[src/rtl/mf_pkg.sv]
// mf_pkg: shared types and constants for the matched-filter sequencer.
// State encodings, sample-count width and the default sample width.
package mf_pkg;

  localparam int CNT_W      = 20;
  localparam int DATA_W_DEF = 16;

  typedef enum logic [2:0] {
    ST_IDLE   = 3'd0,
    ST_LOAD   = 3'd1,
    ST_STREAM = 3'd2,
    ST_FLUSH  = 3'd3,
    ST_DONE   = 3'd4,
    ST_ERROR  = 3'd5
  } mf_state_e;

  function automatic logic st_busy(input mf_state_e s);
    return (s == ST_LOAD) || (s == ST_STREAM) || (s == ST_FLUSH);
  endfunction

endpackage

[src/rtl/mf_beat_counter.sv]
// mf_beat_counter: up-counter that flags its TERMINAL-th step.
// last is high while the next increment completes the count.
module mf_beat_counter #(
  parameter int TERMINAL = 4
) (
  input  logic clk,
  input  logic rst_n,
  input  logic clr,
  input  logic inc,
  output logic last
);

  localparam int W = (TERMINAL > 1) ? $clog2(TERMINAL) : 1;
  localparam logic [W-1:0] LAST_V = W'(TERMINAL - 1);

  logic [W-1:0] cnt_q, cnt_d;

  assign last = (cnt_q == LAST_V);

  always_comb begin
    cnt_d = cnt_q;
    if (clr) begin
      cnt_d = '0;
    end else if (inc) begin
      cnt_d = last ? '0 : cnt_q + W'(1);
    end
  end

  always_ff @(posedge clk) begin
    if (!rst_n) begin
      cnt_q <= '0;
    end else begin
      cnt_q <= cnt_d;
    end
  end

endmodule

[src/rtl/mf_sequencer.sv]
// mf_sequencer: run controller for the matched-filter chain.
// Loads coefficients once, gates samples into the FIR, then flushes.
module mf_sequencer
  import mf_pkg::*;
#(
  parameter int COEFF_LENGTH   = 10000,
  parameter int DATA_LENGTH    = 20000,
  parameter int DATA_WIDTH     = DATA_W_DEF,
  parameter int TIMEOUT_MARGIN = 64
) (
  input  logic                         clock,
  input  logic                         reset,
  input  logic                         start,
  output logic                         coeffEnable,
  input  logic                         coeffSetFlag,
  input  logic                         inValid,
  output logic                         inReady,
  input  logic signed [DATA_WIDTH-1:0] inDataRe,
  input  logic signed [DATA_WIDTH-1:0] inDataIm,
  output logic                         filterEnable,
  output logic signed [DATA_WIDTH-1:0] filterDataRe,
  output logic signed [DATA_WIDTH-1:0] filterDataIm,
  output logic                         busy,
  output logic                         done,
  output logic                         error,
  output logic [CNT_W-1:0]             sampleCount
);

  localparam int TOTAL    = DATA_LENGTH + COEFF_LENGTH - 1;
  localparam int TO_LIMIT = COEFF_LENGTH + 2 + TIMEOUT_MARGIN;
  localparam int FL_LEN   = (COEFF_LENGTH > 1) ? COEFF_LENGTH - 1 : 1;

  if (TOTAL >= (1 << CNT_W) || COEFF_LENGTH < 1 ||
      DATA_LENGTH < 1) begin : g_bad_cfg
    $error("mf_sequencer: lengths do not fit sampleCount");
  end

  mf_state_e state_q, state_d;

  logic                         loaded_q, loaded_d;
  logic                         fen_q, fen_d;
  logic signed [DATA_WIDTH-1:0] fre_q, fre_d;
  logic signed [DATA_WIDTH-1:0] fim_q, fim_d;
  logic [CNT_W-1:0]             cnt_q, cnt_d;
  logic                         coeff_en_q;
  logic                         busy_q;
  logic                         done_q;
  logic                         error_q;

  logic to_last;
  logic dat_last;
  logic fl_last;
  logic beat;

  assign beat = (state_q == ST_STREAM) && inValid;

  mf_beat_counter #(.TERMINAL(TO_LIMIT)) u_timeout (
    .clk  (clock),
    .rst_n(reset),
    .clr  (state_q != ST_LOAD),
    .inc  (state_q == ST_LOAD),
    .last (to_last)
  );

  mf_beat_counter #(.TERMINAL(DATA_LENGTH)) u_data (
    .clk  (clock),
    .rst_n(reset),
    .clr  (state_q != ST_STREAM),
    .inc  (beat),
    .last (dat_last)
  );

  mf_beat_counter #(.TERMINAL(FL_LEN)) u_flush (
    .clk  (clock),
    .rst_n(reset),
    .clr  (state_q != ST_FLUSH),
    .inc  (state_q == ST_FLUSH),
    .last (fl_last)
  );

  always_comb begin
    state_d  = state_q;
    loaded_d = loaded_q;
    fen_d    = 1'b0;
    fre_d    = fre_q;
    fim_d    = fim_q;
    cnt_d    = cnt_q;
    case (state_q)
      ST_IDLE: begin
        fre_d = '0;
        fim_d = '0;
        if (start) begin
          state_d = loaded_q ? ST_STREAM : ST_LOAD;
          cnt_d   = '0;
        end
      end
      ST_LOAD: begin
        if (coeffSetFlag) begin
          loaded_d = 1'b1;
          state_d  = ST_STREAM;
        end else if (to_last) begin
          state_d = ST_ERROR;
        end
      end
      ST_STREAM: begin
        if (beat) begin
          fen_d = 1'b1;
          fre_d = inDataRe;
          fim_d = inDataIm;
          cnt_d = cnt_q + 1'b1;
          if (dat_last) begin
            state_d = (COEFF_LENGTH > 1) ? ST_FLUSH : ST_DONE;
          end
        end
      end
      ST_FLUSH: begin
        // zeros push the last data sample through the filter taps
        fen_d = 1'b1;
        fre_d = '0;
        fim_d = '0;
        cnt_d = cnt_q + 1'b1;
        if (fl_last) begin
          state_d = ST_DONE;
        end
      end
      ST_DONE: begin
        if (start) begin
          state_d = ST_STREAM;
          cnt_d   = '0;
        end
      end
      ST_ERROR: begin
        fre_d = '0;
        fim_d = '0;
      end
      default: begin
        state_d = ST_IDLE;
        fre_d   = '0;
        fim_d   = '0;
        cnt_d   = '0;
      end
    endcase
  end

  always_ff @(posedge clock) begin
    if (!reset) begin
      state_q    <= ST_IDLE;
      loaded_q   <= 1'b0;
      fen_q      <= 1'b0;
      fre_q      <= '0;
      fim_q      <= '0;
      cnt_q      <= '0;
      coeff_en_q <= 1'b0;
      busy_q     <= 1'b0;
      done_q     <= 1'b0;
      error_q    <= 1'b0;
    end else begin
      state_q    <= state_d;
      loaded_q   <= loaded_d;
      fen_q      <= fen_d;
      fre_q      <= fre_d;
      fim_q      <= fim_d;
      cnt_q      <= cnt_d;
      coeff_en_q <= (state_d == ST_LOAD);
      busy_q     <= st_busy(state_d);
      done_q     <= (state_d == ST_DONE);
      error_q    <= (state_d == ST_ERROR);
    end
  end

  assign inReady      = (state_q == ST_STREAM);
  assign coeffEnable  = coeff_en_q;
  assign filterEnable = fen_q;
  assign filterDataRe = fre_q;
  assign filterDataIm = fim_q;
  assign busy         = busy_q;
  assign done         = done_q;
  assign error        = error_q;
  assign sampleCount  = cnt_q;

endmodule

[config.mk]
export PLATFORM = sky130hd
export DESIGN_NAME = mf_sequencer
export DESIGN_NICKNAME = d
export VERILOG_FILES = /design/src/rtl/mf_pkg.sv /design/src/rtl/mf_beat_counter.sv /design/src/rtl/mf_sequencer.sv
export SDC_FILE = /design/constraint.sdc
export NUM_CORES = 1
export LEC_CHECK = 0
export CAP_MARGIN = 20
export CORE_MARGIN = 5
export CORE_UTILIZATION = 47
export CTS_CLUSTER_SIZE = 10
export DETAILED_ROUTE_END_ITERATION = 10
export PLACE_DENSITY = 0.77
export SLEW_MARGIN = 20
export SYNTH_ARGS = -nofsm -noshare
export SYNTH_HDL_FRONTEND = slang
export SYNTH_HIERARCHICAL = 1
export SYNTH_SLANG_ARGS = --single-unit
export TNS_END_PERCENT = 30
[constraint.sdc]
create_clock -name clock -period 2.2 [get_ports clock]
set_input_delay 0.44 -clock clock [delete_from_list [all_inputs] [get_ports clock]]
set_output_delay 0.44 -clock clock [all_outputs]
set_load 0.05 [all_outputs]
Word level (Yosys, flattened, before mapping):

Cells that the tools add are included.

* add/subtract/negate cells: 4
* multipliers: 0
* divide/modulo/power cells: 0
* $lt $le $gt $ge: 0
* equality and inequality tests: 18
* shifts and indexed selects: 0
* muxes and demuxes: 21
* bitwise gates (word level): 3
* reduce and logical (&&, ||, !) cells: 13

Operators with widths (number)
* $pmux W20 S4: 1
* $pmux W16 S2: 2
* $mux W20: 2
* $mux W16: 2
* $add A14 B1 Y14 const B: 2
* $eq A14 B14 Y1 const B: 2
* $mux W14: 2
* $mux W3: 7
* $add A20 B1 Y20 const B: 1
* $pmux W3 S6: 1
* $add A15 B1 Y15 const B: 1
* $eq A15 B15 Y1 const B: 1
* $mux W15: 1
* $eq A3 B2 Y1 const B: 4
* $eq A3 B3 Y1 const B: 4
* $reduce_or A2 Y1: 6
* $eq A3 B1 Y1 const B: 2
* $ne A3 B2 Y1 const B: 2
* $ne A2 B1 Y1 const B: 2
* $reduce_and A2 Y1: 2
* $logic_not A3 Y1: 1
* $ne A3 B1 Y1 const B: 1
* $not A1 Y1: 3
* $reduce_and A3 Y1: 1
* other kinds (5): 6

* register bits after elaboration: 104
* latch bits: 0
* memory bits (writable): 0
* bits in read-only memories: 0
* input bits: 37
* output and inout bits: 58
* memories kept: 0

Depth between registers and ports, before layout:

* word-level depth: 7
* depth in mapped cells: 10
* gate-level depth less buffers: 7

Cells and area by module:

The synthesis kept the hierarchy.

By module, submodules not included
* mf_sequencer: instances 1, cells an instance 317, area an instance 2626.3 µm², sequential area each 1221.2 µm²
* mf_beat_counter (u_data): instances 1, cells an instance 84, area an instance 734.5 µm², sequential area each 300.3 µm²
* mf_beat_counter (u_timeout): instances 1, cells an instance 78, area an instance 709.4 µm², sequential area each 280.3 µm²
* mf_beat_counter (u_flush): instances 1, cells an instance 77, area an instance 703.2 µm², sequential area each 280.3 µm²

Least setup slack after synthesis:

Ideal clock, no wire load.

* path kind: register -> register
* start: register state_q[1]
* end: register u_data.cnt_q[13]
* data arrival time: 2.746 ns
* slack: -0.616 ns
* stages on the path, launching flop included: 11
* buffers on the path: 3
* period minus slack after synthesis: 2.816 ns
* path through: dfxtp_1 buf_4 nand2b_1 nor2_1 clkbuf_1 and2_1 buf_4 and4_2 nand2_1 or4_1 a21oi_1

* cells in the longest elaborated chain, start to end: 2
* elaborated cells on any way between the ends: 4
* classes of those cells: eq/ne: 2; reduce/logical: 2

RTL lines
* from (decl): RTL line mf_sequencer.sv:38 `mf_state_e state_q, state_d;`
* from (signal assigned): RTL line mf_sequencer.sv:158 `state_q <= state_d;`
* $eq A3 B2 Y1
* via inReady: RTL line mf_sequencer.sv:17 `output logic inReady,`
* $logic_and A1 B1 Y1: RTL line mf_sequencer.sv:55 `assign beat = (state_q == ST_STREAM) && inValid;`
* via beat: RTL line mf_sequencer.sv:53 `logic beat;`
* to (signal assigned): RTL line mf_beat_counter.sv:33 `cnt_q <= cnt_d;`
* to (decl): RTL line mf_beat_counter.sv:16 `logic [W-1:0] cnt_q, cnt_d;`

The timed path passes the listed nets, and every way through them passes these cells.
A chain may end at the register's enable or synchronous reset.

Worst setup path in the final report:

* start: register cnt_q[5] (netlist: sampleCount[5])
* end: output sampleCount[5]

RTL lines
* from (decl): RTL line mf_sequencer.sv:44 `logic [CNT_W-1:0] cnt_q, cnt_d;`
* from (signal assigned): RTL line mf_sequencer.sv:163 `cnt_q <= cnt_d;`
* to (decl): RTL line mf_sequencer.sv:26 `output logic [CNT_W-1:0] sampleCount`

No word-level cell between the ends.

==> results <==
cell usage after synthesis (all sizes together), types with 2 or more instances:
master	number
nand4	16
xor2	20
clkbuf	10
o31a	2
nand2b	4
inv	16
a21o	2
and3	6
and4b	2
nand3	52
nor2b	7
nor2	58
or4	12
ha	7
o211ai	5
xnor2	23
o21ai	11
a211oi	3
nor4b	5
nor4	12
o31ai	10
dfxtp	104
or3	6
buf	19
a21oi	51
mux2i	2
nor3b	2
nand2	63
and4	7
nor3	7
tightest hold or removal path, delay by kind of cell, from the launching register on:
kind,cells,cell delay (ps)
AO/OA/AOI/OAI,1,50
AND/OR/NAND/NOR,1,50
flip-flops,1,320
cell families (layout without fill, tap and decap cells):
family                   Yosys count  in the layout
AO/OA/AOI/OAI                     90             90
flip-flops                       104            104
multiplexers                       2              2
adder cells (fa/ha/maj)            7              7
AND/OR/NAND/NOR                  265            265
buffers and inverters             45            152
XOR/XNOR                          43             43
flip-flops by register name, summed over array words and instances (netlist names):
register	cells
sampleCount	20
filterDataIm	16
filterDataRe	16
u_data/cnt_q	15
u_flush/cnt_q	14
u_timeout/cnt_q	14
state_q	3
busy	1
coeffEnable	1
done	1
error	1
filterEnable	1
loaded_q	1
power breakdown:
| group | total, mW | internal, mW | switching, mW |
|---|---|---|---|
| logic | 0.559 | 0.230 | 0.329 |
| registers | 1.94 | 1.91 | 0.0301 |
| clock network | 1.14 | 0.458 | 0.680 |
| total | 3.64 | 2.60 | 1.04 |
per-layer routing:
layer / share of wire [%] / global-route usage (%)
met3: 3.5 / 2.95
met5: 0 / 0
met1: 45 / 24.7
met4: 2.0 / 7.88
met2: 50 / 32.2
worst paths after layout:
| check | cells past startpoint | start | endpoint |
|---|---|---|---|
| setup / recovery | 1 | sampleCount[5]$_SDFFE_PN0P_ | sampleCount[5] |
| hold / removal | 2 | filterDataIm[2]$_SDFFE_PN0P_ | filterDataIm[2]$_SDFFE_PN0P_ |
| setup reg to reg | 7 | u_timeout/cnt_q[10]$_SDFFE_PP0P_ | done$_SDFF_PN0_ |
| hold reg to reg | 2 | filterDataIm[2]$_SDFFE_PN0P_ | filterDataIm[2]$_SDFFE_PN0P_ |
what timing repair did:
item                       in CTS  in global routing
setup endpoints to repair       1                  6
pin swaps                       0                  0
resized for setup               1                  3
hold buffers                    0                  0
layout make-up:
type | instances | area, sq um
fillers | 871 | 3650
clock buffers | 10 | 138
well taps | 133 | 166
flip-flops and latches | 104 | 2080
repair buffers | 120 | 1200
clock inverters | 6 | 52.6
inverters | 16 | 60.1
multi-input cells | 407 | 2470
per-stage QoR:
step	cells	util, %	cell area (sq um)
after floorplan	556	-	4800
final	796	62.9	6170
after detailed placement	780	60.8	5970
after global placement	780	60.8	5970
after CTS	796	62.8	6160
after global routing	796	62.9	6170
==> impl_metrics.yaml <==
floorplanning:
  die_h_um: 111
  core_area_sq_um: 9820
  fp-row-count: 36
  die_area_sq_um: 12300
  io_pins: 95
  initial_core_util_pct: 48.6
  die_w_um: 111
timing:
  tns_ps: 0
  drv_slew: 0
  finalHoldViolCount: 0
  post-route-period-util_pct: 97.2
  whs_ps: 454
  layout_setup_ws_ps: 60.7
  fmax_mhz: 467
  setup_viol: 0
  period_needed_ps: 2140
  skew_ps: 8.85
  rsz0062_at_grt: "false"
  slew-limit-headroom_pct: 63.8
  worstMarginPinSlew_ps: 541
yosys:
  avgSynthCellArea_sq_um: 8.59
  synth_ff_type: "dfxtp_1"
  synth_edf_count: 0
  synth_mux_area_share_pct: 0.419
  synthTopCellsByArea: "dfxtp_1 44%, nand3_1 5.5%, a21oi_1 5.3%"
  yosysTopAreaCellShare_pct: 43.6
  synth_top_area_cell: "dfxtp_1"
  syn-num-nets: 600
  synthCells: 556
  synthArstFlopShare_pct: 0
  synth_top_family_by_area: "simple AND/OR/NAND/NOR gates"
  synth-seq-cells: 104
  yosys.area_share.simple_pct: 29.1
  synth_fa_ha_area_share_pct: 1.83
  synth.cell_area_sq_um: 4770
  yosysUniqueCellTypes: 55
  ys_warn_count: 6
  synth_compound_area_share_pct: 12.0
  seq_area_frac_synth_pct: 43.6
  synth_xor_area_share_pct: 7.89
cells_and_area:
  drive_above_1_share_pct: 9.35
  mostFrequentLayoutCells: "103 x dfxtp_1, 92 x clkdlybuf4s50_1, 63 x nand2_1, 57 x nor2_1, 52 x nand3_1"
  syn_to_final_growth_pct: 29.3
  antenna_cells: 0
  nNetsFinal: 702
  layout_commonest_cell: "dfxtp_1"
worst_setup_path:
  cp-end-kind: "primary output"
  critPathMaxStageDelay_ps: 860
  ff2ff_setup_slack_ps: 110
  critPathBufInv: 1
  worst-path-max-fanout: 6
  required_ps: 1760
  critPathTopFamily: "buffers and inverters"
  crit_type: "flip-flop to primary output"
  arrival_ps: 1700
  critPathSlowestCell: "clkdlybuf4s50_1"
  crit_chain: "clkdlybuf4s50_1"
  start_kind: "flip-flop"
clock_network:
  cts_tree: "done"
  cts_root_buf: "clkbuf_8"
  numCtsBuffers: 9
  post-cts-setup-buffer-count: 0
  cts_sinks: 104
  path_clk_slew_ps: 100
  cts_max_level: 3
  clockBufferDepth: 2
  clock_latency_ps: 380
place:
  io_buffers: 94
  place_congestion: 0.885
  place_ws_ps: -42.8
  hpwl_um: 8570
power:
  peakVddDrop_uv: 337
  power_density_nw_per_um2: 590
  leakage_nw: 2.01
  power_mw: 3.64
routing:
  drt.antenna.violating_nets: 0
  dr.pass1.iters: 4
  remaining_drc_errors: 0
  via_per_inst: 5.41
  wl_per_cell_um: 14.7
  wirelength_um: 11700
  vias: 4309
  first_iter_violations: 237
grt:
  grt_max_degree: 35
  grt_pass1_wl_um: 19900
  antenna_found_initial: 0
  globalRouteTotalUtil_pct: 19.2
  grt_overflow_total: 0
  grt_pass1_vias: 4088
run:
  cap_violations: 0
worst_hold_path:
  min_path_type: "flip-flop to flip-flop"
outcome:
  status: "finished clean"
No activity file was read; power rests on OpenSTA's default activity.
